**config.mk**
```make
export PLATFORM = sky130hd
export DESIGN_NAME = serial_subtractor
export DESIGN_NICKNAME = d
export VERILOG_FILES = /design/src/rtl/serial_alu_pkg.sv /design/src/rtl/fullAdder.sv /design/src/rtl/serial_subtractor.sv
export SDC_FILE = /design/constraint.sdc
export NUM_CORES = 1
export LEC_CHECK = 0
export BUFFER_PORTS_ARGS = -buffer_cell sky130_fd_sc_hd__buf_2
export CAP_MARGIN = 10
export CORE_UTILIZATION = 54
export DETAILED_ROUTE_END_ITERATION = 10
export PLACE_DENSITY = 0.91
export SETUP_SLACK_MARGIN = 0.05
export SYNTH_ARGS = -nofsm -noshare
export SYNTH_HDL_FRONTEND = slang
export SYNTH_SLANG_ARGS = --single-unit
```
**constraint.sdc**
```tcl
create_clock -name clk -period 2.1 [get_ports clk]
set_input_delay 0.315 -clock clk [delete_from_list [all_inputs] [get_ports clk]]
set_output_delay 0.315 -clock clk [all_outputs]
set_load 0.05 [all_outputs]
```
**src/rtl/serial_alu_pkg.sv**
```systemverilog
// serial_alu_pkg: shared types for the bit-serial subtractor.
//   state_e  - control FSM states
//   flags_t  - ARM-style SUBS condition flags
//   DEF_WIDTH - default operand width
package serial_alu_pkg;

  localparam int DEF_WIDTH = 64;

  typedef enum logic [1:0] {
    IDLE  = 2'd0,
    SHIFT = 2'd1,
    DONE  = 2'd2
  } state_e;

  typedef struct packed {
    logic negative;
    logic zero;
    logic carry;
    logic overflow;
  } flags_t;

endpackage

```
**src/rtl/fullAdder.sv**
```systemverilog
// fullAdder: gate-level one-bit full adder cell.
//   i_a, i_b, i_cin : addends and carry-in
//   o_s             : sum bit
//   o_co            : carry-out
module fullAdder (
  input  logic i_a,
  input  logic i_b,
  input  logic i_cin,
  output logic o_s,
  output logic o_co
);

  logic w_axb, w_gen, w_prop;

  xor u_x1 (w_axb, i_a, i_b);
  xor u_x2 (o_s, w_axb, i_cin);
  and u_a1 (w_gen, i_a, i_b);
  and u_a2 (w_prop, w_axb, i_cin);
  or  u_o1 (o_co, w_gen, w_prop);

endmodule

```
**src/rtl/serial_subtractor.sv**
```systemverilog
// serial_subtractor: bit-serial D = A - B, one bit per clock, LSB first,
// using a single full-adder cell fed with ~B and an initial carry of 1.
//   clk, rst_n : clock, async active-low reset
//   start      : request, accepted only in IDLE (A/B captured then)
//   busy       : high while shifting
//   done       : one-cycle pulse when D and flags are valid
//   D          : difference modulo 2^WIDTH
//   negative, zero, carry, overflow : SUBS flags (carry = NOT borrow)
module serial_subtractor
  import serial_alu_pkg::*;
#(
  parameter int WIDTH = DEF_WIDTH
) (
  input  logic             clk,
  input  logic             rst_n,
  input  logic             start,
  input  logic [WIDTH-1:0] A,
  input  logic [WIDTH-1:0] B,
  output logic             busy,
  output logic             done,
  output logic [WIDTH-1:0] D,
  output logic             negative,
  output logic             zero,
  output logic             carry,
  output logic             overflow
);

  localparam int CW = $clog2(WIDTH) + 1;

  state_e           r_state, w_next;
  logic [WIDTH-1:0] r_ra, r_rb, r_rd;
  logic             r_c, r_nz, r_prev_c;
  logic [CW-1:0]    r_cnt;
  flags_t           r_flags;

  logic w_b_n, w_s, w_co, w_last, w_msb_in;

  assign w_last   = (r_cnt == CW'(WIDTH - 1));
  assign w_msb_in = (r_cnt == CW'(WIDTH - 2));

  not u_inv (w_b_n, r_rb[0]);

  fullAdder u_fa (
    .i_a  (r_ra[0]),
    .i_b  (w_b_n),
    .i_cin(r_c),
    .o_s  (w_s),
    .o_co (w_co)
  );

  always_comb begin
    w_next = r_state;
    case (r_state)
      IDLE:    if (start) w_next = SHIFT;
      SHIFT:   if (w_last) w_next = DONE;
      DONE:    w_next = IDLE;
      default: w_next = IDLE;
    endcase
  end

  always_ff @(posedge clk or negedge rst_n) begin
    if (!rst_n) begin
      r_state  <= IDLE;
      r_ra     <= '0;
      r_rb     <= '0;
      r_rd     <= '0;
      r_c      <= 1'b0;
      r_nz     <= 1'b0;
      r_prev_c <= 1'b0;
      r_cnt    <= '0;
      r_flags  <= '0;
    end else begin
      r_state <= w_next;
      case (r_state)
        IDLE: if (start) begin
          r_ra  <= A;
          r_rb  <= B;
          r_rd  <= '0;
          r_c   <= 1'b1;
          r_cnt <= '0;
          r_nz  <= 1'b0;
        end
        SHIFT: begin
          r_ra  <= {1'b0, r_ra[WIDTH-1:1]};
          r_rb  <= {1'b0, r_rb[WIDTH-1:1]};
          r_rd  <= {w_s, r_rd[WIDTH-1:1]};
          r_c   <= w_co;
          r_nz  <= r_nz | w_s;
          r_cnt <= r_cnt + 1'b1;
          if (w_msb_in) r_prev_c <= w_co;
          // Flags are latched on the final bit so they stay stable through
          // DONE and IDLE regardless of later datapath activity.
          if (w_last) begin
            r_flags.negative <= w_s;
            r_flags.zero     <= ~(r_nz | w_s);
            r_flags.carry    <= w_co;
            r_flags.overflow <= w_co ^ r_prev_c;
          end
        end
        default: ;
      endcase
    end
  end

  assign busy     = (r_state == SHIFT);
  assign done     = (r_state == DONE);
  assign D        = r_rd;
  assign negative = r_flags.negative;
  assign zero     = r_flags.zero;
  assign carry    = r_flags.carry;
  assign overflow = r_flags.overflow;

endmodule
```
# ---- Word level (Yosys, flattened, before mapping)
# Index checks and enable logic that the tools add are counted.
dict set report word_totals {
  mem_bits_rw 0
  elab_cells 49
  ff_bits 208
  memories 0
  romBits 0
  out_inout_bits 70
  input_bits 131
  latch_bits 0
}
dict set report classes {
  n_mux 15
  div 0
  addsub 1
  n_lt_le_gt_ge 0
  eq_ne 6
  bitwise_logic 9
  reduce_logical 6
  multipliers 0
  shifts 0
}
# operator n
set op_table {}
lappend op_table {{64-bit case mux with 2 select lines} 3}
lappend op_table {{64-bit 2-to-1 mux} 3}
lappend op_table {{7-bit by 6-bit equality test with 1-bit output (second input constant)} 2}
lappend op_table {{7-bit case mux with 2 select lines} 1}
lappend op_table {{2-bit AND reduction} 4}
lappend op_table {{7-bit by 1-bit adder with 7-bit output (second input constant)} 1}
lappend op_table {{7-bit 2-to-1 mux} 1}
lappend op_table {{2-bit 2-to-1 mux} 2}
lappend op_table {{1-bit case mux with 2 select lines} 2}
lappend op_table {{2-bit case mux with 2 select lines} 1}
lappend op_table {{1-bit bitwise XOR} 3}
lappend op_table {{1-bit bitwise AND} 2}
lappend op_table {{2-bit by 1-bit equality test with 1-bit output (second input constant)} 1}
lappend op_table {{2-bit equality test (second input constant)} 1}
lappend op_table {{2-bit zero test} 1}
lappend op_table {{1-bit 2-to-1 mux} 2}
lappend op_table {{2-bit by 1-bit inequality test with 1-bit output (second input constant)} 1}
lappend op_table {{2-bit inequality test (second input constant)} 1}
lappend op_table {{1-bit inverter} 2}
lappend op_table {{1-bit OR} 2}
lappend op_table {{2-bit nonzero test} 1}

# ---- Longest topological paths before layout
dict set report depth {
  ltp_word 5
  mapped_depth 6
  ltp_nobuf 5
}

# ---- Modules after synthesis
# A second synthesis with hierarchy kept.
dict set report hier_totals {
  hier_cells 779
  area_unflattened_um2 8804.7
}
# mod cells_each area_each_um2 n_inst
set by_module_without_submodules {}
lappend by_module_without_submodules {serial_subtractor 778 8784.7 1}
lappend by_module_without_submodules {fullAdder 1 20.0 1}

# ---- Least setup slack after synthesis
# Ideal clock, no wire load.
dict set report synth_timing {
  kind {register to output}
  from {register r_state[1]}
  to {output port done}
  t_required_ps 1785
  stages_incl_launch_ff 4
  path_slack_ps 286
  arrival_ps 1499
  cell_sequence {dfrtp_1 -> buf_2 -> buf_2 -> nor2b_1}
}
dict set report synth_via {
  elab_chain_len 1
}
# element line
set synth_lines {}
lappend synth_lines {{start: declaration} serial_subtractor.sv:30} ;# state_e r_state, w_next;
lappend synth_lines {{start signal: assignment} serial_subtractor.sv:73} ;# r_state <= w_next;
lappend synth_lines {{2-bit equality test} serial_subtractor.sv:106} ;# assign done = (r_state == DONE);
lappend synth_lines {{end: declaration} serial_subtractor.sv:20} ;# output logic done,
# Every way passes these cells.

# ---- Final worst setup path
dict set report layout_timing {
  from {register r_state[0]}
  to {output port done}
}
# Same word-level chain as after synthesis.

==> results.cfg <==
[synthesis]
synth-seq-area-share_pct = 60.7
synth_top_cell_by_area = dfrtp_1
synth_cell_types = 39
ys_ff_latch = 208
syn_avg_cell_area_um2 = 11.0
syn_inst = 780
ys_warn_count = 0
syn_nets = 914
synth_area_leaders = dfrtp_1, a22oi_1, o21ai_1
syn_area_mm2 = 0.00858
synth_top_area_share_pct = 60.7

[worst_setup_path]
path_class = flip-flop to output port
critPathLaunchType = flip-flop
end_kind = output port
slowest_delay_ps = 550
crit_slowest_cell = dfrtp_4
worstPathRequired_ps = 1780
worstPathArrival_ps = 1630
crit_path_max_fanout = 54
crit_path_cell_trace = buf_12, nor2b_1, clkbuf_4

[layout]
drive_above_1_share_pct = 27.9
diodes = 0
postLayoutCellArea_mm2 = 0.0106
area_growth_pct = 23.7
fin_nets = 1089

[outcome]
outcome = finished clean

[route]
first_iter_violations = 536
viasPerCell = 5.93
vias = 7008
drc = 0
first_pass_iters = 5
detail-route-antenna-nets = 0
wl_per_cell_um = 17.8
wirelength_mm = 21.0

[global_route]
track_usage_pct = 25.7
antenna_found_initial = 0
grt-ovfl-total = 0
grt_pass1_vias = 6558
grt_pass1_wl_mm = 33.7
grt_max_degree = 97

[cts]
numCtsBuffers = 22
root_buffer = clkbuf_16
cts_tree = done
clkSinkCount = 208
cts.htree.levels = 1
clkTransAtPathRegs_ps = 60
insertion_delay_ps = 500
cts_max_path_buffers = 3

[timing]
worstMarginPinSlew_ps = 762
period_minus_slack_ps = 1940
rsz0062_at_grt = false
max_slew_margin_pct = 49.2
setup_slack_ps = 155
finalHoldViolCount = 0
period_share_pct = 92.6
whs_ps = 42.7
skew_ps = 14.8
fmax_mhz = 514
setup_viol = 0
report.final.slew_viol_count = 0
setup-tns-final_ps = 0

[die]
die_w_um = 128
rows = 45
core_area_mm2 = 0.0154
dieArea_mm2 = 0.0164
ios = 201
initial_core_util_pct = 55.8
die_height_um = 128

[flow_run]
drv_cap = 0

[placement]
place_congestion = 0.754
dpl_worst_slack_ps = 254
port_buffers = 200
post_dp_cell_area_mm2 = 0.00979
hpwl_mm = 13.4

[power]
irDropWorstVdd_v = 0.000788
p_leak_nw = 5.02
power_density_mw_per_mm2 = 1280

[worst_hold_path]
min_path_type = input pin to flip-flop
[flip-flops by register name, indices dropped and copies added, names as in the netlist]
signal and flops:
r_c 1, r_state 2, r_rb 64, overflow 1
r_cnt 7, negative 1, r_ra 64, carry 1
r_prev_c 1, D 64, r_nz 1, zero 1
[where the power goes]
group | leakage, nW | total (W) | switching (W) | internal, W
clock network | 0.390 | 0.00415 | 0.00156 | 0.00259
registers | 2.70 | 0.00613 | 0.000888 | 0.00524
logic | 1.93 | 0.00334 | 0.00203 | 0.00131
total | 5.02 | 0.0136 | 0.00448 | 0.00914
[final timing paths]
path                            cells past startpoint  slack [ps]  startpoint  endpoint
worst max-delay path                                3         160  r_state[0]      done
worst max register to register                      3         170  r_state[0]     D[35]
worst min register to register                      2         490    r_rb[10]  r_rb[10]
min in group asynchronous                           2         390       rst_n      D[7]
worst min-delay path                                2          40       A[63]  r_ra[63]
max in group asynchronous                           3        1000       rst_n  r_ra[49]
[cell type report]
type                    instances  area, um^2
flip-flops and latches        208        5210
fillers                      1114        4760
multi-input cells             496        3060
repair buffers                223        1280
clock buffers                  27         621
well taps                     211         264
clock inverters                12         163
inverters                       4        17.5
[Yosys cell counts (all sizes together)]
cell type	instances
and2b	1
nand4	3
a21oi	8
o211ai	1
dfrtp	208
inv	4
nand3b	1
a22o	66
a22oi	126
mux2	5
nand2b	1
o22a	1
buf	41
o21bai	2
nor3b	1
xor2	1
nand2	124
or4	1
o22ai	1
o31ai	1
nor2b	9
nor2	6
nand3	1
clkbuf	31
nor3	1
o21ai	128
mux2i	2
ha	2
or3b	1
and3	1
fa	1
[cell usage in the layout (no fill, tap or decap), drive strengths merged]
cell type	n
mux2	5
or3b	1
o21bai	2
nand2b	1
nor3	1
o211ai	1
clkbuf	29
nand2	124
a22oi	126
nand3b	1
o21ai	128
fa	1
and3	1
xor2	1
nor3b	1
ha	2
clkinv	7
a21oi	8
nor2b	9
nand3	1
or4	1
o22ai	1
mux2i	2
bufinv	4
inv	4
nor2	6
dfrtp	208
a22o	66
clkinvlp	1
o31ai	1
dlygate4sd3	1
and2b	1
buf	220
nand4	3
o22a	1
[worst max-delay path, delay by kind of cell (launching register included)]
kind	cells	cell delay [ps]
buf+inv	2	450
flops	1	550
simple gates	1	120
[per-layer routing]
layer  vias up  global-route usage [%]  wire length, um
met5         -                       0                0
li1       3215                       -                -
met4         0                    6.02              387
met1      3467                    36.0             8880
met3        31                    6.18             1580
met2       295                    40.9            10200
[per-stage QoR]
stage,instances,util [%],power [W]
final,1181,69.0,0.0136
after global routing,1181,69.0,0.0143
after CTS,1181,69.0,0.0137
after detailed placement,1140,63.7,0.00948
after global placement,1140,63.7,0.00927
after floorplan,780,-,0.00842
[kinds of logic (layout without fill, tap and decap cells)]
kind of cell             Yosys count  in the layout  share of synthesized area [%]
AO/OA/AOI/OAI                    334            334                           26.3
multiplexers                       7              7                          0.933
adder cells (fa/ha/maj)            3              3                          0.525
flip-flops                       208            208                           60.7
XOR/XNOR                           1              1                          0.102
buffers and inverters             76            266                           3.89
AND/OR/NAND/NOR                  151            151                           7.64
[timing repair]
action,in CTS,in global routing
hold endpoints to repair,58,0
hold buffers,1,0
gates resized for setup,2,5
setup endpoints to repair,2,2
setup buffers,1,0
No activity file was read; power rests on OpenSTA's default activity.
